[config.mk]
export PLATFORM = sky130hd
export DESIGN_NAME = pins_event_monitor
export DESIGN_NICKNAME = d
export VERILOG_FILES = /design/src/rtl/pins_event_monitor.sv
export SDC_FILE = /design/constraint.sdc
export NUM_CORES = 1
export LEC_CHECK = 0
export CORE_MARGIN = 5
export CORE_UTILIZATION = 55
export CTS_CLUSTER_SIZE = 28
export DETAILED_ROUTE_END_ITERATION = 12
export MAX_ROUTING_LAYER = met4
export PLACE_DENSITY_LB_ADDON = 0.2
export SYNTH_ARGS = -nofsm -noshare
export SYNTH_HDL_FRONTEND = slang
export SYNTH_HIERARCHICAL = 1
export SYNTH_SLANG_ARGS = --single-unit
[constraint.sdc]
create_clock -name clk_i -period 2.6 [get_ports clk_i]
set_input_delay 0.39 -clock clk_i [delete_from_list [all_inputs] [get_ports clk_i]]
set_output_delay 0.39 -clock clk_i [all_outputs]
set_load 0.03 [all_outputs]
[src/rtl/pins_event_monitor.sv]
// pins_event_monitor: synchronises and deglitches pin levels, then queues each accepted
// level change as a timestamped edge event behind a valid/ready port.

// Per-pin front end: 2-flop synchroniser, glitch filter and a one-entry edge holding slot.
module pins_event_lane #(
    parameter int   FilterCycles = 4,
    parameter int   TsWidth      = 16,
    parameter logic ResetVal     = 1'b0
) (
    input  logic               clk_i,
    input  logic               rst_ni,
    input  logic               pin_i,
    input  logic               en_i,
    input  logic               filter_en_i,
    input  logic               clear_i,
    input  logic               take_i,
    input  logic [TsWidth-1:0] ts_i,
    output logic               stable_o,
    output logic               pending_o,
    output logic               rise_o,
    output logic [TsWidth-1:0] ts_o,
    output logic               drop_o
);
    localparam int              CntW   = $clog2(FilterCycles) + 1;
    localparam logic [CntW-1:0] CntMax = CntW'(FilterCycles - 1);

    logic            sync1, sync2;
    logic [CntW-1:0] cnt;
    logic            known, differ, upd, capture;

    // X/Z on the raw pin must never reach the filter, so such samples are ignored.
    assign known   = (pin_i === 1'b0) || (pin_i === 1'b1);
    assign differ  = sync2 != stable_o;
    assign upd     = differ && (!filter_en_i || cnt == CntMax);
    assign capture = en_i && upd;
    // A new edge while the slot is still occupied is lost.
    assign drop_o  = capture && pending_o;

    // Two-stage synchroniser; stage 1 holds its value on an unknown input sample.
    always_ff @(posedge clk_i or negedge rst_ni) begin
        if (!rst_ni) begin
            sync1 <= ResetVal;
            sync2 <= ResetVal;
        end else begin
            if (known) sync1 <= pin_i;
            sync2 <= sync1;
        end
    end

    // Glitch filter: accept a new level after FilterCycles consecutive differing samples.
    always_ff @(posedge clk_i or negedge rst_ni) begin
        if (!rst_ni) begin
            stable_o <= ResetVal;
            cnt      <= '0;
        end else begin
            if (upd) stable_o <= sync2;
            if (!filter_en_i || !differ || upd) cnt <= '0;
            else                                cnt <= cnt + CntW'(1);
        end
    end

    // Edge holding slot: stores direction and timestamp until the arbiter takes it.
    always_ff @(posedge clk_i or negedge rst_ni) begin
        if (!rst_ni) begin
            pending_o <= 1'b0;
            rise_o    <= 1'b0;
            ts_o      <= '0;
        end else if (clear_i) begin
            pending_o <= 1'b0;
        end else if (capture && !pending_o) begin
            pending_o <= 1'b1;
            rise_o    <= sync2;
            ts_o      <= ts_i;
        end else if (take_i) begin
            pending_o <= 1'b0;
        end
    end
endmodule

// Top: per-pin lanes, lowest-index-first arbiter, event FIFO, timestamp and overflow flag.
module pins_event_monitor #(
    parameter int               Width        = 1,
    parameter int               FilterCycles = 4,
    parameter int               FifoDepth    = 8,
    parameter int               TsWidth      = 16,
    parameter logic [Width-1:0] ResetVal     = '0,
    localparam int              IdxW         = (Width > 1) ? $clog2(Width) : 1
) (
    input  logic                         clk_i,
    input  logic                         rst_ni,
    input  logic [Width-1:0]             pins_i,
    input  logic                         en_i,
    input  logic                         filter_en_i,
    input  logic                         clear_i,
    output logic                         evt_valid_o,
    input  logic                         evt_ready_i,
    output logic [IdxW-1:0]              evt_pin_o,
    output logic                         evt_rise_o,
    output logic [TsWidth-1:0]           evt_ts_o,
    output logic [Width-1:0]             stable_o,
    output logic [$clog2(FifoDepth):0]   depth_o,
    output logic                         overflow_o
);
    localparam int PtrW = $clog2(FifoDepth);
    localparam int DepW = PtrW + 1;

    typedef struct packed {
        logic [IdxW-1:0]    pin;
        logic               rise;
        logic [TsWidth-1:0] ts;
    } evt_t;

    logic [TsWidth-1:0]            ts_cnt;
    logic [Width-1:0]              pending, rise, take, drop;
    logic [Width-1:0][TsWidth-1:0] lane_ts;
    evt_t [FifoDepth-1:0]          mem;
    evt_t                          ent, head;
    logic [PtrW-1:0]               wr_ptr, rd_ptr;
    logic [DepW-1:0]               count;
    logic [IdxW-1:0]               sel;
    logic                          any, push, pop, full;

    for (genvar g = 0; g < Width; g++) begin : g_lane
        pins_event_lane #(
            .FilterCycles (FilterCycles),
            .TsWidth      (TsWidth),
            .ResetVal     (ResetVal[g])
        ) u_lane (
            .clk_i        (clk_i),
            .rst_ni       (rst_ni),
            .pin_i        (pins_i[g]),
            .en_i         (en_i),
            .filter_en_i  (filter_en_i),
            .clear_i      (clear_i),
            .take_i       (take[g]),
            .ts_i         (ts_cnt),
            .stable_o     (stable_o[g]),
            .pending_o    (pending[g]),
            .rise_o       (rise[g]),
            .ts_o         (lane_ts[g]),
            .drop_o       (drop[g])
        );
    end

    // Priority select of the lowest-index pending pin and its event payload.
    always_comb begin
        any = 1'b0;
        sel = '0;
        ent = '0;
        for (int i = Width - 1; i >= 0; i--) begin
            if (pending[i]) begin
                any      = 1'b1;
                sel      = IdxW'(i);
                ent.pin  = IdxW'(i);
                ent.rise = rise[i];
                ent.ts   = lane_ts[i];
            end
        end
    end

    assign full = count == DepW'(FifoDepth);
    assign pop  = evt_valid_o && evt_ready_i;
    // A same-cycle pop frees the slot the push needs; clear overrides any push.
    assign push = any && !clear_i && (!full || pop);

    // One-hot grant back to the lane whose event is being pushed.
    always_comb begin
        take = '0;
        for (int i = 0; i < Width; i++) take[i] = push && (sel == IdxW'(i));
    end

    // Event FIFO storage and pointers.
    always_ff @(posedge clk_i or negedge rst_ni) begin
        if (!rst_ni) begin
            mem    <= '0;
            wr_ptr <= '0;
            rd_ptr <= '0;
            count  <= '0;
        end else if (clear_i) begin
            wr_ptr <= '0;
            rd_ptr <= '0;
            count  <= '0;
        end else begin
            if (push) begin
                mem[wr_ptr] <= ent;
                wr_ptr      <= wr_ptr + PtrW'(1);
            end
            if (pop) rd_ptr <= rd_ptr + PtrW'(1);
            count <= count + DepW'(push) - DepW'(pop);
        end
    end

    // Free-running timestamp, gated by enable, wrapping naturally.
    always_ff @(posedge clk_i or negedge rst_ni) begin
        if (!rst_ni)   ts_cnt <= '0;
        else if (en_i) ts_cnt <= ts_cnt + TsWidth'(1);
    end

    // Sticky overflow whenever any lane loses an edge.
    always_ff @(posedge clk_i or negedge rst_ni) begin
        if (!rst_ni)      overflow_o <= 1'b0;
        else if (clear_i) overflow_o <= 1'b0;
        else if (|drop)   overflow_o <= 1'b1;
    end

    assign head        = mem[rd_ptr];
    assign evt_valid_o = count != '0;
    assign evt_pin_o   = evt_valid_o ? head.pin  : '0;
    assign evt_rise_o  = evt_valid_o ? head.rise : 1'b0;
    assign evt_ts_o    = evt_valid_o ? head.ts   : '0;
    assign depth_o     = count;
endmodule

### Word level (Yosys, flattened, before mapping)

Cells that the tools add are included.
Widths: inputs -> output; s select.

* bits in registers: 195
* input port bits: 7
* output and inout port bits: 25
* word-level logic and storage cells: 97

* add/subtract/negate cells: 6
* order comparisons: 3
* equal/unequal tests: 5
* muxes and demuxes: 21
* bitwise logic cells: 1
* reduce and logical (&&, ||, !) cells: 25

Operators by type and width (number)
* $bwmux 144: 1
* $bmux 18 s3: 1
* $demux 18 s3: 1
* $mux 18: 2
* $mux 17: 1
* $add 16x1->16 const B: 1
* $mux 16: 1
* $mux 3: 5
* $add 3x1->3 const B: 3
* $logic_and 1x1->1: 8
* $lt 3x4->1 const B: 2
* $mux 1: 8
* $reduce_bool 2->1: 3
* $logic_not 1->1: 5
* $logic_or 1x1->1: 5
* $add 4x1->4: 1
* $eq 4x4->1 const B: 1
* $mux 4: 1
* $reduce_and 2->1: 2
* $reduce_bool 4->1: 1
* $sub 4x1->4: 1
* $eq 3x2->1 const B: 1
* $ge 3x1->1 const B: 1
* $reduce_bool 3->1: 1
* other kinds (3): 4

### Depth between registers and ports, before layout

Gate-level depths: netlist (run 1).

* depth in word-level cells: 7
* mapped depth: 13
* mapped depth without buffers: 12

### Modules after synthesis

Netlist (run 1), hierarchy kept.

By module, submodules not included
* pins_event_monitor: times used 1, cells each 667, area an instance 7449.6 µm², seq. area each 4078.9 µm²
* pins_event_lane: times used 1, cells each 61, area an instance 980.9 µm², seq. area each 600.6 µm²

### Least setup slack after synthesis (run 1)

Ideal clock, no wire load.

* path type: register to register
* start point: reg count[2], in the netlist depth_o[2]
* end point: reg count[2], in the netlist depth_o[2]
* library setup time: 0.132 ns
* arrival time: 2.683 ns
* data required time: 2.468 ns
* slack: -0.215 ns
* cell stages (with the launch flop): 13
* path buffers: 1
* clock period less this slack: 2.815 ns
* path through: dfrtp_1 -> inv_1 -> ha_1 -> nor3b_2 -> inv_2 -> and2_1 -> clkbuf_1 -> ha_1 -> inv_1 -> ha_1 -> fa_1 -> xnor2_1 -> nor2_1

* longest elaborated chain between the ends: 7

RTL lines
* start: declaration: RTL line 119 `logic [DepW-1:0] count;`
* start signal: assignment: RTL line 189 `count <= count + DepW'(push) - DepW'(pop);`
* $reduce_bool 4->1 (*): RTL line 207 `assign evt_valid_o = count != '0;`
* named net evt_valid_o: RTL line 95 `output logic evt_valid_o,`
* $logic_and 1x1->1 (*): RTL line 162 `assign pop = evt_valid_o && evt_ready_i;`
* $logic_or 1x1->1: RTL line 164 `assign push = any && !clear_i && (!full || pop);`
* $logic_and 1x1->1: RTL line 164
* $add 4x1->4: RTL line 189
* $sub 4x1->4 (*): RTL line 189
* $mux 4 (*): RTL line 179 `end else if (clear_i) begin`

The timed path passes the listed nets; every way through them passes the cells marked *.
A chain may end at the register's enable or synchronous reset.

### Worst setup path after layout (run 1)

* start point: reg rd_ptr[1]
* end point: out evt_ts_o[1]

* longest elaborated chain between the ends: 3

RTL lines
* start: declaration: RTL line 118 `logic [PtrW-1:0] wr_ptr, rd_ptr;`
* start signal: assignment: RTL line 188 `if (pop) rd_ptr <= rd_ptr + PtrW'(1);`
* $bmux 18 s3: RTL line 206 `assign head = mem[rd_ptr];`
* $mux 18 (not written as such): RTL line 206
* $mux 16: RTL line 210 `assign evt_ts_o = evt_valid_o ? head.ts : '0;`
* end: declaration: RTL line 99 `output logic [TsWidth-1:0] evt_ts_o,`

No other way between the ends. The select of a mux whose other input is x is not followed.

==> impl_metrics.env, run 1 <==
export IMPL_outcome="finished, final reports clean"
export IMPL_clock_fmax_ghz=0.3993
export IMPL_register_cell_area_after_layout_sq_um=4683
export IMPL_cts_root_buf="sky130_fd_sc_hd__clkbuf_16"
export IMPL_critical_path_class="flip-flop to output pin"
export IMPL_finClkSkew_ns=0.007596
export IMPL_timing_hold_violations_final=0
export IMPL_pin_slew_with_the_least_headroom_to_its_limit_ns=0.9897
export IMPL_rows=45
export IMPL_clkLatencyLatePin_ns=0.43
export IMPL_finalMaxSlewViolations=0
export IMPL_number_of_antenna_violations_at_the_first_check_in_global_routing=0
export IMPL_floorplan_die_area_sq_um=17900
export IMPL_drt_first_pass_iters=4
export IMPL_tritoncts="built"
export IMPL_setup_tns_final_ns=0
export IMPL_h_tree_lvls=4
export IMPL_diodes=0
export IMPL_critPathSlowestCell="sky130_fd_sc_hd__mux4_2"
export IMPL_netlist_area_sq_um=8431
export IMPL_ctsResizeCount=0
export IMPL_place_port_buffers=30
export IMPL_tritoncts_num_buffers=17
export IMPL_arrival_ns=2.11
export IMPL_ant_nets=0
export IMPL_gr_usage_all_layers=0.2181
export IMPL_total_of_endpoints_with_negative_setup_slack_in_the_final_report=0
export IMPL_most_frequent_cell_after_synthesis="sky130_fd_sc_hd__dfrtp_1"
export IMPL_synth_top_cell_area_share=0.5551
export IMPL_clock_sinks=187
export IMPL_final_nets=770
export IMPL_io_pin_count=32
export IMPL_grt_pass1_wl_um=29650
export IMPL_filler_cell_count=1235
export IMPL_yosys_top_cells_area="sky130_fd_sc_hd__dfrtp_1 (56%), sky130_fd_sc_hd__mux4_2 (9.1%), sky130_fd_sc_hd__nand2_1 (7.4%), sky130_fd_sc_hd__o21ai_0 (6.8%), sky130_fd_sc_hd__mux2i_1 (2.3%)"
export IMPL_timing_critical_path_cells="buf_12 -> mux4_2 -> mux2i_1 -> nor2_1 -> buf_4"
export IMPL_netlist_top_cells_count="sky130_fd_sc_hd__dfrtp_1 (187), sky130_fd_sc_hd__nand2_1 (166), sky130_fd_sc_hd__o21ai_0 (114)"
export IMPL_route_final_wire_length_um=17600
export IMPL_detail_route_iter0_violations=356
export IMPL_power_per_cell_area_nw_per_um2=760.2
export IMPL_critical_path_endpoint_type="output pin"
export IMPL_wire_per_inst_um=18.49
export IMPL_cts_buffer_depth=2
export IMPL_cpPeakStageDelay_ns=0.51
export IMPL_layout_area_overhead_vs_synth_pct=12.18
export IMPL_globalRoute_totalOverflow=0
export IMPL_worstPathRequired_ns=2.21
export IMPL_whs_ns=0.3599
export IMPL_r2r_worst_path_cells=9
export IMPL_power_leakage_nw=4.174
export IMPL_detailed_route_via_count=5409
export IMPL_avgViaCountPerCell=5.682
export IMPL_synth_ff_latch_count=187
export IMPL_grt_setup_unrepaired="no"
export IMPL_crit_path_start_kind="flip-flop"
export IMPL_synth_ff_type="sky130_fd_sc_hd__dfrtp_1"
export IMPL_ys_seq_area_frac=0.5551
export IMPL_die_w_um=133.8
export IMPL_max_slew_margin=0.3371
export IMPL_yosysTopAreaCell="sky130_fd_sc_hd__dfrtp_1"
export IMPL_clk_transition_reported_paths_ns=0.07
export IMPL_first_global_vias=5593
export IMPL_count_of_flip_flops_with_a_built_in_enable_after_synthesis=0
export IMPL_yosysWarnings=6
export IMPL_post_synth_num_cell_types=45
export IMPL_total_drc_errors_in_the_routed_layout=0
export IMPL_syn_num_nets=747
export IMPL_multi_input_area_sq_um=3476
export IMPL_die_y_um=133.8
export IMPL_critPathMaxFanout=14
export IMPL_asyncSetResetFlopFracSynth=1.000
export IMPL_grt_max_degree=100
export IMPL_min_delay_path_class="flip-flop to flip-flop"
export IMPL_initial_core_util=0.5566
export IMPL_detailed_place_hpwl_um=11070
export IMPL_peakVddDrop_mv=0.4942
export IMPL_post_synth_cell_area_avg_sq_um=11.58
export IMPL_share_of_post_route_cells_with_drive_strength_above_1=0.1832
export IMPL_postSynthCellCount=728
export IMPL_finalWeightedCongestion=0.7903
export IMPL_hold_path_cell_count=0
export IMPL_timing_final_crit_share=0.9631
export IMPL_timing_max_cap_violations=0
export IMPL_period_minus_slack_ns=2.504
export IMPL_fp_coreArea_sq_um=15150
## cells in the final DEF (no fill, tap or decap), types with 3 or more instances in the layout
cell / count
sky130_fd_sc_hd__mux2_4: 10
sky130_fd_sc_hd__mux2_2: 8
sky130_fd_sc_hd__clkinvlp_4: 3
sky130_fd_sc_hd__mux2i_1: 19
sky130_fd_sc_hd__dfrtp_1: 184
sky130_fd_sc_hd__dfrtp_2: 3
sky130_fd_sc_hd__nand3_1: 3
sky130_fd_sc_hd__mux4_2: 34
sky130_fd_sc_hd__buf_4: 28
sky130_fd_sc_hd__nand2_1: 166
sky130_fd_sc_hd__inv_1: 7
sky130_fd_sc_hd__o21ai_1: 24
sky130_fd_sc_hd__xnor2_1: 11
sky130_fd_sc_hd__xor2_1: 10
sky130_fd_sc_hd__nor2_1: 35
sky130_fd_sc_hd__clkinv_2: 6
sky130_fd_sc_hd__ha_1: 9
sky130_fd_sc_hd__nand4_1: 4
sky130_fd_sc_hd__nor2b_1: 4
sky130_fd_sc_hd__buf_12: 5
sky130_fd_sc_hd__o211ai_4: 7
sky130_fd_sc_hd__o21ai_0: 114
sky130_fd_sc_hd__clkdlybuf4s50_1: 12
sky130_fd_sc_hd__clkbuf_16: 17
## final cells by class
class,count,share of cell area
clock buffers,20,0.04829
multi-input cells,489,0.3675
repair buffers,47,0.04776
well taps,188,0.02487
flip-flops and latches,187,0.4952
inverters,9,0.003572
clock inverters,12,0.01283
## sequential cells by signal, indices dropped and copies added (netlist names)
register                 cells
g_lane.u_lane/rise_o         1
g_lane.u_lane/sync2          1
g_lane.u_lane/cnt            3
g_lane.u_lane/pending_o      1
rd_ptr                       3
depth_o                      4
overflow_o                   1
wr_ptr                       3
g_lane.u_lane/sync1          1
g_lane.u_lane/ts_o          16
g_lane.u_lane/stable_o       1
ts_cnt                      16
mem                        136
## through the flow
step,power (W),worst slack [ns],std cells,util,cell area [sq um]
2_1_floorplan,0.004219,0.004642,728,-,8456
3_3_place_gp,0.004654,0.2084,916,0.5841,8847
3_5_place_dp,0.004702,0.1650,916,0.5841,8847
4_1_cts,0.007251,0.03380,950,0.6235,9443
5_1_grt,0.007506,0.0002360,952,0.6245,9458
6_report,0.007190,0.09589,952,0.6245,9458
## critical path, delay by kind of cell, from the launching register on
kind	cells	cell delay (ns)
buffers and inverters	2	0.37
flip-flops	1	0.48
multiplexers	2	0.74
AND/OR/NAND/NOR	1	0.07
## kinds of logic (layout without fill, tap and decap cells)
kind of cell | Yosys count | after routing | share of synthesized area
flip-flops | 187 | 187 | 0.5551
AO/OA/AOI/OAI | 150 | 150 | 0.1040
adder cells (fa/ha/maj) | 12 | 12 | 0.01870
multiplexers | 71 | 71 | 0.1419
AND/OR/NAND/NOR | 233 | 233 | 0.1207
other | 1 | 1 | 0.0004448
buffers and inverters | 52 | 88 | 0.03547
XOR/XNOR | 22 | 22 | 0.02375
## power by group
part / internal (W) / leakage, nW / total (W) / switching, W
registers: 0.00308 / 2.57 / 0.00328 / 0.000201
clock network: 0.00146 / 0.282 / 0.00254 / 0.00108
logic: 0.000607 / 1.32 / 0.00137 / 0.000765
total: 0.00514 / 4.17 / 0.00719 / 0.00205
## path summary, 6_finish.rpt
path,end,slack [ns],from
max in group asynchronous,mem[32],1.40,rst_ni
max reg2reg,depth_o[1],0.17,depth_o[2]
max,evt_ts_o[1],0.1,rd_ptr[1]
min in group asynchronous,mem[90],0.38,rst_ni
min reg2reg,g_lane[0].u_lane/sync2,0.36,g_lane[0].u_lane/sync1
min,g_lane[0].u_lane/sync2,0.36,g_lane[0].u_lane/sync1
## metal layers
| layer | wire (um) | track usage |
|---|---|---|
| met5 | 0 | - |
| met4 | 224 | 0.06229 |
| met3 | 518 | 0.03601 |
| met2 | 8831 | 0.3498 |
| met1 | 8026 | 0.2923 |
## repair_timing
action,4_1_cts,5_1_grt
hold endpoints to repair,23,0
hold buffers,1,0
buffers inserted,1,2
endpoints found under the setup margin,6,4
Power figures use the tool's default switching activity.
==> inputs of run 2 (changes only) <==
--- a/config.mk
+++ b/config.mk
@@ -5,12 +5,13 @@
 export SDC_FILE = /design/constraint.sdc
 export NUM_CORES = 1
 export LEC_CHECK = 0
+export ABC_CLOCK_PERIOD_IN_PS = 2600
 export CORE_MARGIN = 5
 export CORE_UTILIZATION = 55
 export CTS_CLUSTER_SIZE = 28
 export DETAILED_ROUTE_END_ITERATION = 12
 export MAX_ROUTING_LAYER = met4
-export PLACE_DENSITY_LB_ADDON = 0.2
+export PLACE_DENSITY_LB_ADDON = 0.1
 export SYNTH_ARGS = -nofsm -noshare
 export SYNTH_HDL_FRONTEND = slang
 export SYNTH_HIERARCHICAL = 1
==> impl_metrics.env, run 2 (synthesis gave the netlist of run 1 again) <==
export IMPL_outcome="finished, final reports clean"
export IMPL_io_pin_count=32
export IMPL_switchingPower_w=0.001971
export IMPL_h_tree_lvls=4
export IMPL_tritoncts_num_buffers=17
export IMPL_power_per_cell_area_nw_per_um2=745.7
export IMPL_timing_final_crit_share=0.9448
export IMPL_sw_frac_of_total=0.2762
export IMPL_globalRoute_totalOverflow=0
export IMPL_clock_fmax_ghz=0.4071
export IMPL_detail_route_iter0_violations=311
export IMPL_detailed_route_via_count=5363
export IMPL_finClkSkew_ns=0.005536
export IMPL_grt_pass1_wl_um=29060
export IMPL_floorplan_die_area_sq_um=17900
export IMPL_timing_max_cap_violations=0
export IMPL_finalWeightedCongestion=0.8126
export IMPL_finalMaxSlewViolations=0
export IMPL_arrival_ns=2.76
export IMPL_register_containing_the_most_flip_flops_in_the_final_layout="mem"
export IMPL_gr_usage_all_layers=0.2157
export IMPL_layout_common_cells="sky130_fd_sc_hd__dfrtp_1 (184), sky130_fd_sc_hd__nand2_1 (166), sky130_fd_sc_hd__o21ai_0 (114)"
export IMPL_share_of_post_route_cells_with_drive_strength_above_1=0.1838
export IMPL_crit_path_start_kind="flip-flop"
export IMPL_clk_transition_reported_paths_ns=0.06
export IMPL_dpl_worst_slack_ns=0.1277
export IMPL_max_slew_margin=0.5810
export IMPL_p_seq_frac=0.457
export IMPL_drt_first_pass_iters=6
export IMPL_min_delay_path_class="flip-flop to flip-flop"
export IMPL_cts_root_buf="sky130_fd_sc_hd__clkbuf_16"
export IMPL_final_critical_path_setup_slack_ns=0.1434
export IMPL_rows=45
export IMPL_place_port_buffers=30
export IMPL_number_of_antenna_violations_at_the_first_check_in_global_routing=0
export IMPL_initial_core_util=0.5566
export IMPL_grt_setup_unrepaired="no"
export IMPL_die_w_um=133.8
export IMPL_worstPathRequired_ns=2.90
export IMPL_critPathMaxFanout=3
export IMPL_fp_coreArea_sq_um=15150
export IMPL_cts_buffer_depth=2
export IMPL_largest_register_ff_count=136
export IMPL_detailed_place_hpwl_um=11160
export IMPL_pin_slew_with_the_least_headroom_to_its_limit_ns=0.6285
export IMPL_total_of_endpoints_with_negative_setup_slack_in_the_final_report=0
export IMPL_power_internal_w=0.005165
export IMPL_layout_area_overhead_vs_synth_pct=13.49
export IMPL_combPwrFrac=0.190
export IMPL_power_leakage_nw=4.231
export IMPL_setup_tns_final_ns=0
export IMPL_most_common_library_cell_in_the_layout_ignoring_fill_and_taps="sky130_fd_sc_hd__dfrtp_1"
export IMPL_first_global_vias=5472
export IMPL_clkLatencyLatePin_ns=0.42
export IMPL_wire_per_inst_um=18.04
export IMPL_diodes=0
export IMPL_power_frac_clock=0.353
export IMPL_grt_max_degree=68
export IMPL_peakVddDrop_mv=0.4811
export IMPL_period_minus_slack_ns=2.457
export IMPL_timing_hold_violations_final=0
export IMPL_ant_nets=0
export IMPL_critical_path_class="flip-flop to flip-flop"
export IMPL_largestRegisters="mem x136, g_lane.u_lane/ts_o x16, ts_cnt x16"
export IMPL_clock_sinks=187
export IMPL_critical_path_endpoint_type="flip-flop"
export IMPL_route_final_wire_length_um=17230
export IMPL_total_drc_errors_in_the_routed_layout=0
export IMPL_avgViaCountPerCell=5.616
export IMPL_whs_ns=0.3519
export IMPL_die_y_um=133.8
export IMPL_final_nets=775
export IMPL_tritoncts="built"
[run 2: changes by cell type in the layout (fill, tap and decap cells not counted), sizes merged]
cell,change
buf,+5
clkbuf,+3
clkinv,-3
clkinvlp,-1
inv,-1
[run 2: what timing repair did]
action                                 in CTS  in global routing
hold buffers                                1                  0
setup buffers                               0                  0
gates resized for setup                     0                  0
endpoints found under the hold margin      42                  0
[run 2: power by group through the flow]
stage | Clock (W) | Combinational (W) | Sequential, W
6_report | 0.00252 | 0.00135 | 0.00326
5_1_grt | 0.00270 | 0.00149 | 0.00329
4_1_cts | 0.00258 | 0.00138 | 0.00326
3_5_place_dp | 0 | 0.00138 | 0.00332
3_3_place_gp | 0 | 0.00134 | 0.00330
2_1_floorplan | 0 | 0.000911 | 0.00331
[run 2: critical path, stage by stage, from the launching register on]
cell and delay (ns):
sky130_fd_sc_hd__dfrtp_2 0.40, sky130_fd_sc_hd__inv_2 0.09, sky130_fd_sc_hd__ha_1 0.14, sky130_fd_sc_hd__or3b_1 0.36, sky130_fd_sc_hd__o21ai_0 0.25, sky130_fd_sc_hd__ha_1 0.19
sky130_fd_sc_hd__inv_1 0.07, sky130_fd_sc_hd__ha_1 0.27, sky130_fd_sc_hd__a21o_1 0.15, sky130_fd_sc_hd__a21oi_1 0.20, sky130_fd_sc_hd__xnor2_1 0.15, sky130_fd_sc_hd__nor2_1 0.07
[run 2: final timing paths]
check                                        from                endpoint  slack [ns]  depth (start not counted)
min in group asynchronous                  rst_ni                 mem[33]        0.54                          2
hold / removal             g_lane[0].u_lane/sync1  g_lane[0].u_lane/sync2        0.35                          0
setup reg to reg                       depth_o[2]              depth_o[3]        0.14                         11
max in group asynchronous                  rst_ni               ts_cnt[1]        1.29                          3
setup / recovery                       depth_o[2]              depth_o[3]        0.14                         11
hold reg to reg            g_lane[0].u_lane/sync1  g_lane[0].u_lane/sync2        0.35                          0
[run 2: final cells by class]
type | instances | area [sq um]
Multi-Input combinational cell | 489 | 3473
Clock buffer | 23 | 488.0
Clock inverter | 7 | 90.09
Inverter | 9 | 33.78
Tap cell | 188 | 235.2
Timing Repair Buffer | 52 | 564.3
Fill cell | 1167 | 5578
Sequential cell | 187 | 4683
[run 2: layer usage]
metal / global-route usage / vias up / wire, um / share of wire
met3: 0.03713 / 23 / 630 / 0.037
met2: 0.3425 / 94 / 8466 / 0.49
met5: - / - / 0 / 0
met4: 0.06971 / 0 / 251 / 0.015
li1: - / 2574 / - / -
met1: 0.2873 / 2672 / 7881 / 0.46
[run 2: through the flow]
step / area (sq um) / total power, W / utilization / std cells
finish: 9568 / 0.007135 / 0.6317 / 955
global route: 9568 / 0.007479 / 0.6317 / 955
CTS: 9568 / 0.007226 / 0.6317 / 955
detailed placement: 8980 / 0.004695 / 0.5929 / 924
global placement: 8980 / 0.004644 / 0.5929 / 924
floorplan: 8456 / 0.004219 / - / 728
==> inputs of run 3 (changes only) <==
--- a/config.mk
+++ b/config.mk
@@ -5,7 +5,6 @@
 export SDC_FILE = /design/constraint.sdc
 export NUM_CORES = 1
 export LEC_CHECK = 0
-export ABC_CLOCK_PERIOD_IN_PS = 2600
 export CORE_MARGIN = 5
 export CORE_UTILIZATION = 55
 export CTS_CLUSTER_SIZE = 28
==> results of run 3 <==
No change in the layout: final DEF, timing and power equal those of run 2.
